## src/rtl/dm_block_mover_if.sv

```systemverilog
// Control, status and data-memory port of the block mover, named from the mover's side.
// The mover connects through the slave modport; the controller and memory connect through the master modport.
interface dm_block_mover_if #(
    parameter int WL   = 32,
    parameter int LENW = 8
);
    logic            i_start;
    logic            i_mode;
    logic [WL-1:0]   i_src;
    logic [WL-1:0]   i_dst;
    logic [LENW-1:0] i_len;
    logic [WL-1:0]   i_pattern;
    logic            o_busy;
    logic            o_done;
    logic [LENW-1:0] o_count;
    logic [WL-1:0]   o_dma;
    logic            o_dmwe;
    logic [WL-1:0]   o_dmwd;
    logic [WL-1:0]   i_dmrd;

    modport slave (
        input  i_start, i_mode, i_src, i_dst, i_len, i_pattern, i_dmrd,
        output o_busy, o_done, o_count, o_dma, o_dmwe, o_dmwd
    );

    modport master (
        output i_start, i_mode, i_src, i_dst, i_len, i_pattern, i_dmrd,
        input  o_busy, o_done, o_count, o_dma, o_dmwe, o_dmwd
    );
endinterface

```

## src/rtl/dm_block_mover.sv

```systemverilog
// Copies (read then write, two cycles per word) or fills (one cycle per word) a block of memory words.
// Busy cycles: copy takes 2*LEN+1, fill takes LEN+1, LEN=0 takes 1. START is ignored while busy.
module dm_block_mover #(
    parameter int WL   = 32,
    parameter int LENW = 8
) (
    input  logic               i_clk,
    input  logic               i_rst_n,
    dm_block_mover_if.slave    bus
);
    typedef enum logic [2:0] {S_IDLE, S_RD, S_WR, S_FILL, S_FIN} state_t;

    state_t          r_state;
    state_t          w_next;
    logic [WL-1:0]   r_src;
    logic [WL-1:0]   r_dst;
    logic [WL-1:0]   r_pat;
    logic [WL-1:0]   r_data;
    logic [LENW-1:0] r_len;
    logic [LENW-1:0] r_cnt;

    logic [WL-1:0]   w_idx;
    logic            w_last;
    logic [WL-1:0]   w_dma;
    logic [WL-1:0]   w_dmwd;
    logic            w_dmwe;

    // The word index and the written-word count advance together, so one register serves both.
    assign w_idx  = WL'(r_cnt);
    assign w_last = (r_cnt + LENW'(1)) == r_len;

    always_ff @(posedge i_clk or negedge i_rst_n) begin
        if (!i_rst_n) r_state <= S_IDLE;
        else          r_state <= w_next;
    end

    always_comb begin
        w_next = r_state;
        w_dma  = '0;
        w_dmwd = '0;
        w_dmwe = 1'b0;
        case (r_state)
            S_IDLE: begin
                if (bus.i_start) begin
                    if (bus.i_len == '0) w_next = S_FIN;
                    else if (bus.i_mode) w_next = S_FILL;
                    else                 w_next = S_RD;
                end
            end
            S_RD: begin
                w_dma  = r_src + w_idx;
                w_next = S_WR;
            end
            S_WR: begin
                w_dma  = r_dst + w_idx;
                w_dmwe = 1'b1;
                w_dmwd = r_data;
                w_next = w_last ? S_FIN : S_RD;
            end
            S_FILL: begin
                w_dma  = r_dst + w_idx;
                w_dmwe = 1'b1;
                w_dmwd = r_pat;
                w_next = w_last ? S_FIN : S_FILL;
            end
            S_FIN:   w_next = S_IDLE;
            default: w_next = S_IDLE;
        endcase
    end

    always_ff @(posedge i_clk or negedge i_rst_n) begin
        if (!i_rst_n) begin
            r_src  <= '0;
            r_dst  <= '0;
            r_pat  <= '0;
            r_data <= '0;
            r_len  <= '0;
            r_cnt  <= '0;
        end else begin
            case (r_state)
                S_IDLE: begin
                    if (bus.i_start) begin
                        r_src <= bus.i_src;
                        r_dst <= bus.i_dst;
                        r_pat <= bus.i_pattern;
                        r_len <= bus.i_len;
                        r_cnt <= '0;
                    end
                end
                S_RD:         r_data <= bus.i_dmrd;
                S_WR, S_FILL: r_cnt  <= r_cnt + LENW'(1);
                default: ;
            endcase
        end
    end

    assign bus.o_dma   = w_dma;
    assign bus.o_dmwe  = w_dmwe;
    assign bus.o_dmwd  = w_dmwd;
    assign bus.o_busy  = (r_state != S_IDLE);
    assign bus.o_done  = (r_state == S_FIN);
    assign bus.o_count = r_cnt;
endmodule

```

## src/flat_wrapper.sv

```systemverilog
// flat-port wrapper written by rule: the top's interface ports become plain ports
module dm_block_mover_flat 
#(
    parameter int WL   = 32,
    parameter int LENW = 8
)
  (i_clk, i_rst_n, bus_i_start, bus_i_mode, bus_i_src, bus_i_dst, bus_i_len, bus_i_pattern, bus_i_dmrd, bus_o_busy, bus_o_done, bus_o_count, bus_o_dma, bus_o_dmwe, bus_o_dmwd);
  dm_block_mover_if #(.WL(WL), .LENW(LENW)) bus_i ();
  input  logic i_clk;
  input  logic i_rst_n;
  input wire logic [$bits(bus_i.i_start)-1:0] bus_i_start;
  input wire logic [$bits(bus_i.i_mode)-1:0] bus_i_mode;
  input wire logic [$bits(bus_i.i_src)-1:0] bus_i_src;
  input wire logic [$bits(bus_i.i_dst)-1:0] bus_i_dst;
  input wire logic [$bits(bus_i.i_len)-1:0] bus_i_len;
  input wire logic [$bits(bus_i.i_pattern)-1:0] bus_i_pattern;
  input wire logic [$bits(bus_i.i_dmrd)-1:0] bus_i_dmrd;
  output wire logic [$bits(bus_i.o_busy)-1:0] bus_o_busy;
  output wire logic [$bits(bus_i.o_done)-1:0] bus_o_done;
  output wire logic [$bits(bus_i.o_count)-1:0] bus_o_count;
  output wire logic [$bits(bus_i.o_dma)-1:0] bus_o_dma;
  output wire logic [$bits(bus_i.o_dmwe)-1:0] bus_o_dmwe;
  output wire logic [$bits(bus_i.o_dmwd)-1:0] bus_o_dmwd;
  assign bus_i.i_start = bus_i_start;
  assign bus_i.i_mode = bus_i_mode;
  assign bus_i.i_src = bus_i_src;
  assign bus_i.i_dst = bus_i_dst;
  assign bus_i.i_len = bus_i_len;
  assign bus_i.i_pattern = bus_i_pattern;
  assign bus_i.i_dmrd = bus_i_dmrd;
  assign bus_o_busy = bus_i.o_busy;
  assign bus_o_done = bus_i.o_done;
  assign bus_o_count = bus_i.o_count;
  assign bus_o_dma = bus_i.o_dma;
  assign bus_o_dmwe = bus_i.o_dmwe;
  assign bus_o_dmwd = bus_i.o_dmwd;
  dm_block_mover #(.WL(WL), .LENW(LENW)) u_core (.i_clk(i_clk), .i_rst_n(i_rst_n), .bus(bus_i));
endmodule
```

## config.mk

```make
export PLATFORM = sky130hd
export DESIGN_NAME = dm_block_mover_flat
export DESIGN_NICKNAME = d
export VERILOG_FILES = /design/src/rtl/dm_block_mover_if.sv /design/src/rtl/dm_block_mover.sv /design/src/flat_wrapper.sv
export SDC_FILE = /design/constraint.sdc
export NUM_CORES = 1
export LEC_CHECK = 0
export CELL_PAD_IN_SITES_DETAIL_PLACEMENT = 0
export CELL_PAD_IN_SITES_GLOBAL_PLACEMENT = 1
export CORE_UTILIZATION = 38
export CTS_CLUSTER_SIZE = 20
export DETAILED_ROUTE_END_ITERATION = 10
export GPL_TIMING_DRIVEN = 0
export PLACE_DENSITY = 0.81
export SLEW_MARGIN = 10
export SYNTH_ARGS = -nofsm -noshare
export SYNTH_HDL_FRONTEND = slang
export SYNTH_SLANG_ARGS = --single-unit
```

## constraint.sdc

```tcl
create_clock -name i_clk -period 5.1 [get_ports i_clk]
set_input_delay 0.51 -clock i_clk [delete_from_list [all_inputs] [get_ports i_clk]]
set_output_delay 0.51 -clock i_clk [all_outputs]
set_load 0.1 [all_outputs]
```

# Word-level counts from Yosys, hierarchy flattened
# Index checks and enable logic that the tools add are counted.
# word_totals
rom_bits,0
wordCells,34
ramBits,0
mem_count,0
inputBits,140
latch_bits,0
out_inout_bits,75
regBits,147
# op_classes
add_sub_neg,3
n_reduce_logical,7
eq_ne,6
bitwise,0
shifts,0
mux,11
n_mul,0
n_div,0
order_cmp,0
# ops
operator,n
32-bit one-hot mux with 2 select lines,2
32-bit by 8-bit adder with 32-bit output,2
8-bit one-hot mux with 2 select lines,1
3-bit two-way mux,4
3-bit one-hot mux with 4 select lines,1
"8-bit by 1-bit adder with 8-bit output, second input constant",1
8-bit equality test,1
8-bit logical NOT,1
8-bit two-way mux,1
"3-bit by 2-bit equality test with 1-bit output, second input constant",2
2-bit AND reduction,2
"3-bit by 1-bit equality test with 1-bit output, second input constant",1
"3-bit equality test, second input constant",1
3-bit logical NOT,1
3-bit nonzero test,1
2-bit two-way mux,1
"2-bit inequality test, second input constant",1
2-bit nonzero test,1
2-bit OR reduction,1
1-bit two-way mux,1

# Logic depth before layout (Yosys ltp)
# depth
ltp_word,4
ltp_mapped,15
depth_no_buf,11

# Worst setup path after synthesis
# No wires, ideal clock.
# synth_path
kind,flip-flop to output port
startpoint,reg u_core.r_state[2]
endpoint,out bus_o_dma[14]
stages_incl_launch_ff,16
t_required_ns,4.590
path_slack_ns,-1.578
arrival_time_ns,6.168
n_path_buf,4
cell_sequence,dfrtp_1 > nand2b_1 > buf_6 > inv_2 > buf_1 > buf_1 > clkbuf_1 > nand2_1 > nand2_1 > ha_1 > fa_1 > nand3_1 > a21oi_1 > o211ai_1 > o22a_1 > a211oi_1
# synth_via
elab_chain_len,3
word_cells_on_any_way,5
classes_between,eq/ne (3); mux (1); reduce/logical (1)
# synth_lines
element,line,text
"start, declared",dm_block_mover.sv:13,state_t r_state;
"start signal, assigned",dm_block_mover.sv:34,else r_state <= w_next;
3-bit by 2-bit equality test with 1-bit output,dm_block_mover.sv:42,case (r_state)
2-bit OR reduction (no source line),--,
32-bit one-hot mux with 2 select lines (*),dm_block_mover.sv:42,
"end, declared",flat_wrapper.sv:21,output wire logic [$bits(bus_i.o_dma)-1:0] bus_o_dma;
# Mark *: on every way between the ends. The rest lies on a longest branch, timed or not.

# Worst setup path in the final report
# layout_path
startpoint,reg u_core.r_state[2]
endpoint,out bus_o_dma[7]
# The elaborated chain is that of the path after synthesis.

==> flow_results.org <==
** GRT
- Number of global-route vias before repair :: between 6000 and 7000
- The first global-routing pass estimated between 30000 and 40000 um of wire.
- Maximum number of pins on one net before global-route repair :: slightly above 100
- Total global routing track utilization :: 22.1%
- Total overflow reported by the global router :: 0
- Antenna violations before repair :: 2

** Route
- In the routed design, unresolved DRC markers number 0.
- Final wirelength :: 23000 um
- Via density :: 5.21
- Summing over every cut layer, the via total after detailed routing is 6458.
- For this block, the initial DRC count from the detailed router was between 200 and 300.
- Initial DRT Pass Iterations :: 4
- ANT nets after route :: 0
- Routed length per placed instance :: between 15 and 20 um

** Timing
- Final count of pins violating max slew :: 0
- The routed design could run at a clock period as short as between 4 and 5 ns.
- Timing-limited maximum frequency :: just over 0.2 GHz
- Headroom to the max-slew limit came out at 28.8%.
- Setup violations remaining at the end of the flow were counted as 0.
- The number of hold violations in the final report was 0.
- Clock skew after layout :: 0.00785 ns
- The worst path uses between 90% and 100% of the clock period.
- Final worst-path setup slack :: around 0.24 ns
- At the pin with the least slew margin, the transition time is between 1 and 1.5 ns.
- Setup repair after global routing could not meet its margin everywhere.

** Final layout
- Number of diodes :: 0
- In the final layout, the multi-input gates occupy between 4000 and 5000 um^2.
- The library cell used most frequently in the layout, excluding fill and tap cells, is clkdlybuf4s50_1.
- The final layout contains around 1100 nets.
- The post-route netlist has about a quarter of its cells at a drive strength greater than 1.
- In the final layout, flip-flops and latches occupy between 3000 and 4000 um^2.
- Growth of design area from synthesis to finish :: 41.4%
- Fill count :: between 1500 and 2000
- Top library cells by usage in the layout, fill and taps aside :: 185 x clkdlybuf4s50_1, 147 x mux2_2, 147 x dfrtp_1

** Logic synthesis
- Synthesized flop and latch total :: 147
- Average size of a mapped cell :: approximately 11 um^2
- For this run, asynchronously set or reset flops after synthesis account for 100%.
- Sequential cell area fraction in the yosys report :: a little under half
- The synthesized design contains 0 enable-type register cells.
- Most used DFF post-synth :: dfrtp_1
- Yosys printed 0 warnings.
- Post-synth cell types :: 50
- Synthesis produced a netlist whose cell count is just over 700.
- Synthesized net count :: approximately 870
- Netlist area before placement :: approximately 8000 um^2

** Floorplan
- Measured along the y axis, the die boundary spans around 150 um.
- Pin placement for this block handled approximately 220 I/O pins.
- The die covers between 20000 and 25000 um^2.
- Initial core utilization :: 39.0%
- The floorplan has 52 rows.
- Die X-Extent :: 147 um
- The core region is just over 20000 um^2.

** Clock network
- Library cell used as clock root buffer :: clkbuf_16
- Register clock-pin slew on the reported worst setup and hold paths :: around 0.07 ns
- The number of clock buffers added by TritonCTS is 17.
- Clock Latency Late Sink :: between 0.4 and 0.5 ns
- The H-tree was split into 4 levels.
- Clock tree from TritonCTS :: built
- Buffer depth of the longest clock path :: 2
- Num Clock Sinks :: roughly 150

** Place
- OpenSTA, run right after detailed placement, puts the worst setup slack at -1.50 ns.
- Routability-driven placement finished with a final weighted congestion of around 0.81.
- Count of port buffers added during placement :: 214
- DPL Wire Length :: 17000 um

** Setup path
- R2R Setup Slk :: between 1.5 and 2 ns
- Crit Reg-Reg Endpoint :: u_core.r_dst[19]$_DFFE_PN0P_
- WP data required :: between 4 and 5 ns
- For the worst setup path, the data arrival time is between 4 and 5 ns.
- Worst reg2reg startpoint :: u_core.r_state[0]$_DFFE_PN0P_
- For the worst flop-to-flop path, the logic depth is 6.
- Class of the most critical setup path :: register to output port
- In this run the worst path has a maximum fanout of 10.
- In this run the worst setup path begins at u_core.r_state[2]$_DFFE_PN0P_.
- Element type at the critical path start :: register
- STA classifies the critical path endpoint as an output port.

** Min path
- The tightest min-delay check is of the register to register type.
- Capture endpoint of the worst hold path :: u_core.r_pat[5]$_DFFE_PN0P_
- The startpoint identified for the worst hold timing path is u_core.r_pat[5]$_DFFE_PN0P_.
- Hold Path Stages :: 1

** Job
- Maximum Capacitance Violations :: 0

** Status
- Status :: completed
## cell usage after synthesis, drive strengths merged, types with 2 or more instances
master / n / area (um^2)
clkbuf: 25 / 93.8
a31oi: 6 / 37.5
nor4: 13 / 81.3
or2: 7 / 43.8
o31a: 2 / 17.5
xor2: 4 / 35.0
and2: 4 / 25.0
nor2: 58 / 218
mux2: 149 / 1690
nor3: 9 / 45.0
o211ai: 5 / 37.5
o21ai: 15 / 75.1
or4: 5 / 37.5
inv: 5 / 18.8
dfrtp: 147 / 3680
and3: 18 / 113
nand4: 8 / 50.1
o31ai: 4 / 30.0
buf: 12 / 56.3
nand2: 81 / 304
a21boi: 2 / 15.0
mux2i: 61 / 611
a21o: 3 / 22.5
o22ai: 2 / 12.5
nor3b: 5 / 37.5
or3: 2 / 12.5
xnor2: 15 / 131
nand3: 9 / 45.0
ha: 11 / 138
a21oi: 12 / 60.1
nand2b: 2 / 12.5
a211oi: 5 / 37.5
## sequential cells by signal, summed over array words and instances, names as in the netlist
signal / count
u_core.r_src: 32
u_core.bus.o_count: 8
u_core.r_state: 3
u_core.r_pat: 32
u_core.r_data: 32
u_core.r_len: 8
u_core.r_dst: 32
## cell type report
| cell class | instances | share of cell area [%] |
|---|---|---|
| sequential | 147 | 32.7 |
| clock buffer | 18 | 3.91 |
| buffer | 35 | 1.37 |
| tap | 270 | 3.01 |
| multi-input combinational | 531 | 37.9 |
| timing repair buffer | 219 | 19.3 |
| inverter | 5 | 0.167 |
| clock inverter | 14 | 1.66 |
## per-stage QoR
stage | setup TNS (ns) | std cells | hold WS [ns] | util (%) | instance area, um^2
3_5_place_dp | -23.55 | 1206 | 0.428 | 51.9 | 10600
2_1_floorplan | 0 | 720 | 0.214 | - | 8050
5_1_grt | -0.00295 | 1239 | 0.518 | 55.2 | 11200
3_3_place_gp | -411.84 | 1204 | 0.489 | 51.7 | 10500
6_report | 0 | 1239 | 0.508 | 55.2 | 11200
4_1_cts | 0 | 1238 | 0.510 | 55.1 | 11200
## layer usage
layer / routed length [um] / up-vias / part of all wire, % / track usage (%)
met3: 1950 / 12 / 8.5 / 9.09
li1: - / 3065 / - / -
met1: 10200 / 3183 / 44 / 28.4
met2: 10700 / 198 / 46 / 34.2
met4: 182 / 0 / 0.79 / 5.26
met5: 0 / - / 0 / 0
## worst max-delay path, stage by stage (launching register included)
cell,delay (ns)
dfrtp_1,0.47
nand2b_1,0.15
buf_6,0.15
buf_2,0.30
clkbuf_4,0.32
clkbuf_4,0.28
nand2_1,0.07
nand2_1,0.11
ha_1,0.26
a211oi_1,0.32
o21ai_0,0.20
a21o_1,0.21
a21oi_1,0.22
mux2i_2,0.26
clkdlybuf4s15_2,0.59
## repair_timing
item                                    in CTS  in global routing
hold buffers                                 1                  0
resized for setup                          106                 16
endpoints found under the setup margin      32                 23
setup buffers                                1                  1
hold endpoints to repair                    45                  0
pin swaps                                    3                  1
cloned                                       0                  0
## worst max-delay path by stage
stage                     slack [ns]                     endpoint  cells after the start
final                           0.24                 bus_o_dma[7]                     14
after global routing          -0.003                bus_o_dma[26]                     16
after detailed placement       -1.50                bus_o_dma[26]                     15
after floorplan                 0.02                bus_o_dma[22]                     15
after global placement         -2.65  u_core.r_len[5]$_DFFE_PN0P_                      1
after CTS                      0.001                bus_o_dma[29]                     14
## cell families after synthesis
logic type | after synthesis | synth area share (%)
AND/OR/NAND/NOR | 224 | 13.2
multiplexers | 210 | 28.9
flip-flops | 147 | 46.3
AO/OA/AOI/OAI | 66 | 5.42
buffers and inverters | 42 | 2.13
XOR/XNOR | 19 | 2.09
adder cells (fa/ha/maj) | 12 | 1.98
Power is left out: the tool's default activity adds up to more than one toggle a clock period on the data nets, which glitch-free logic cannot reach.
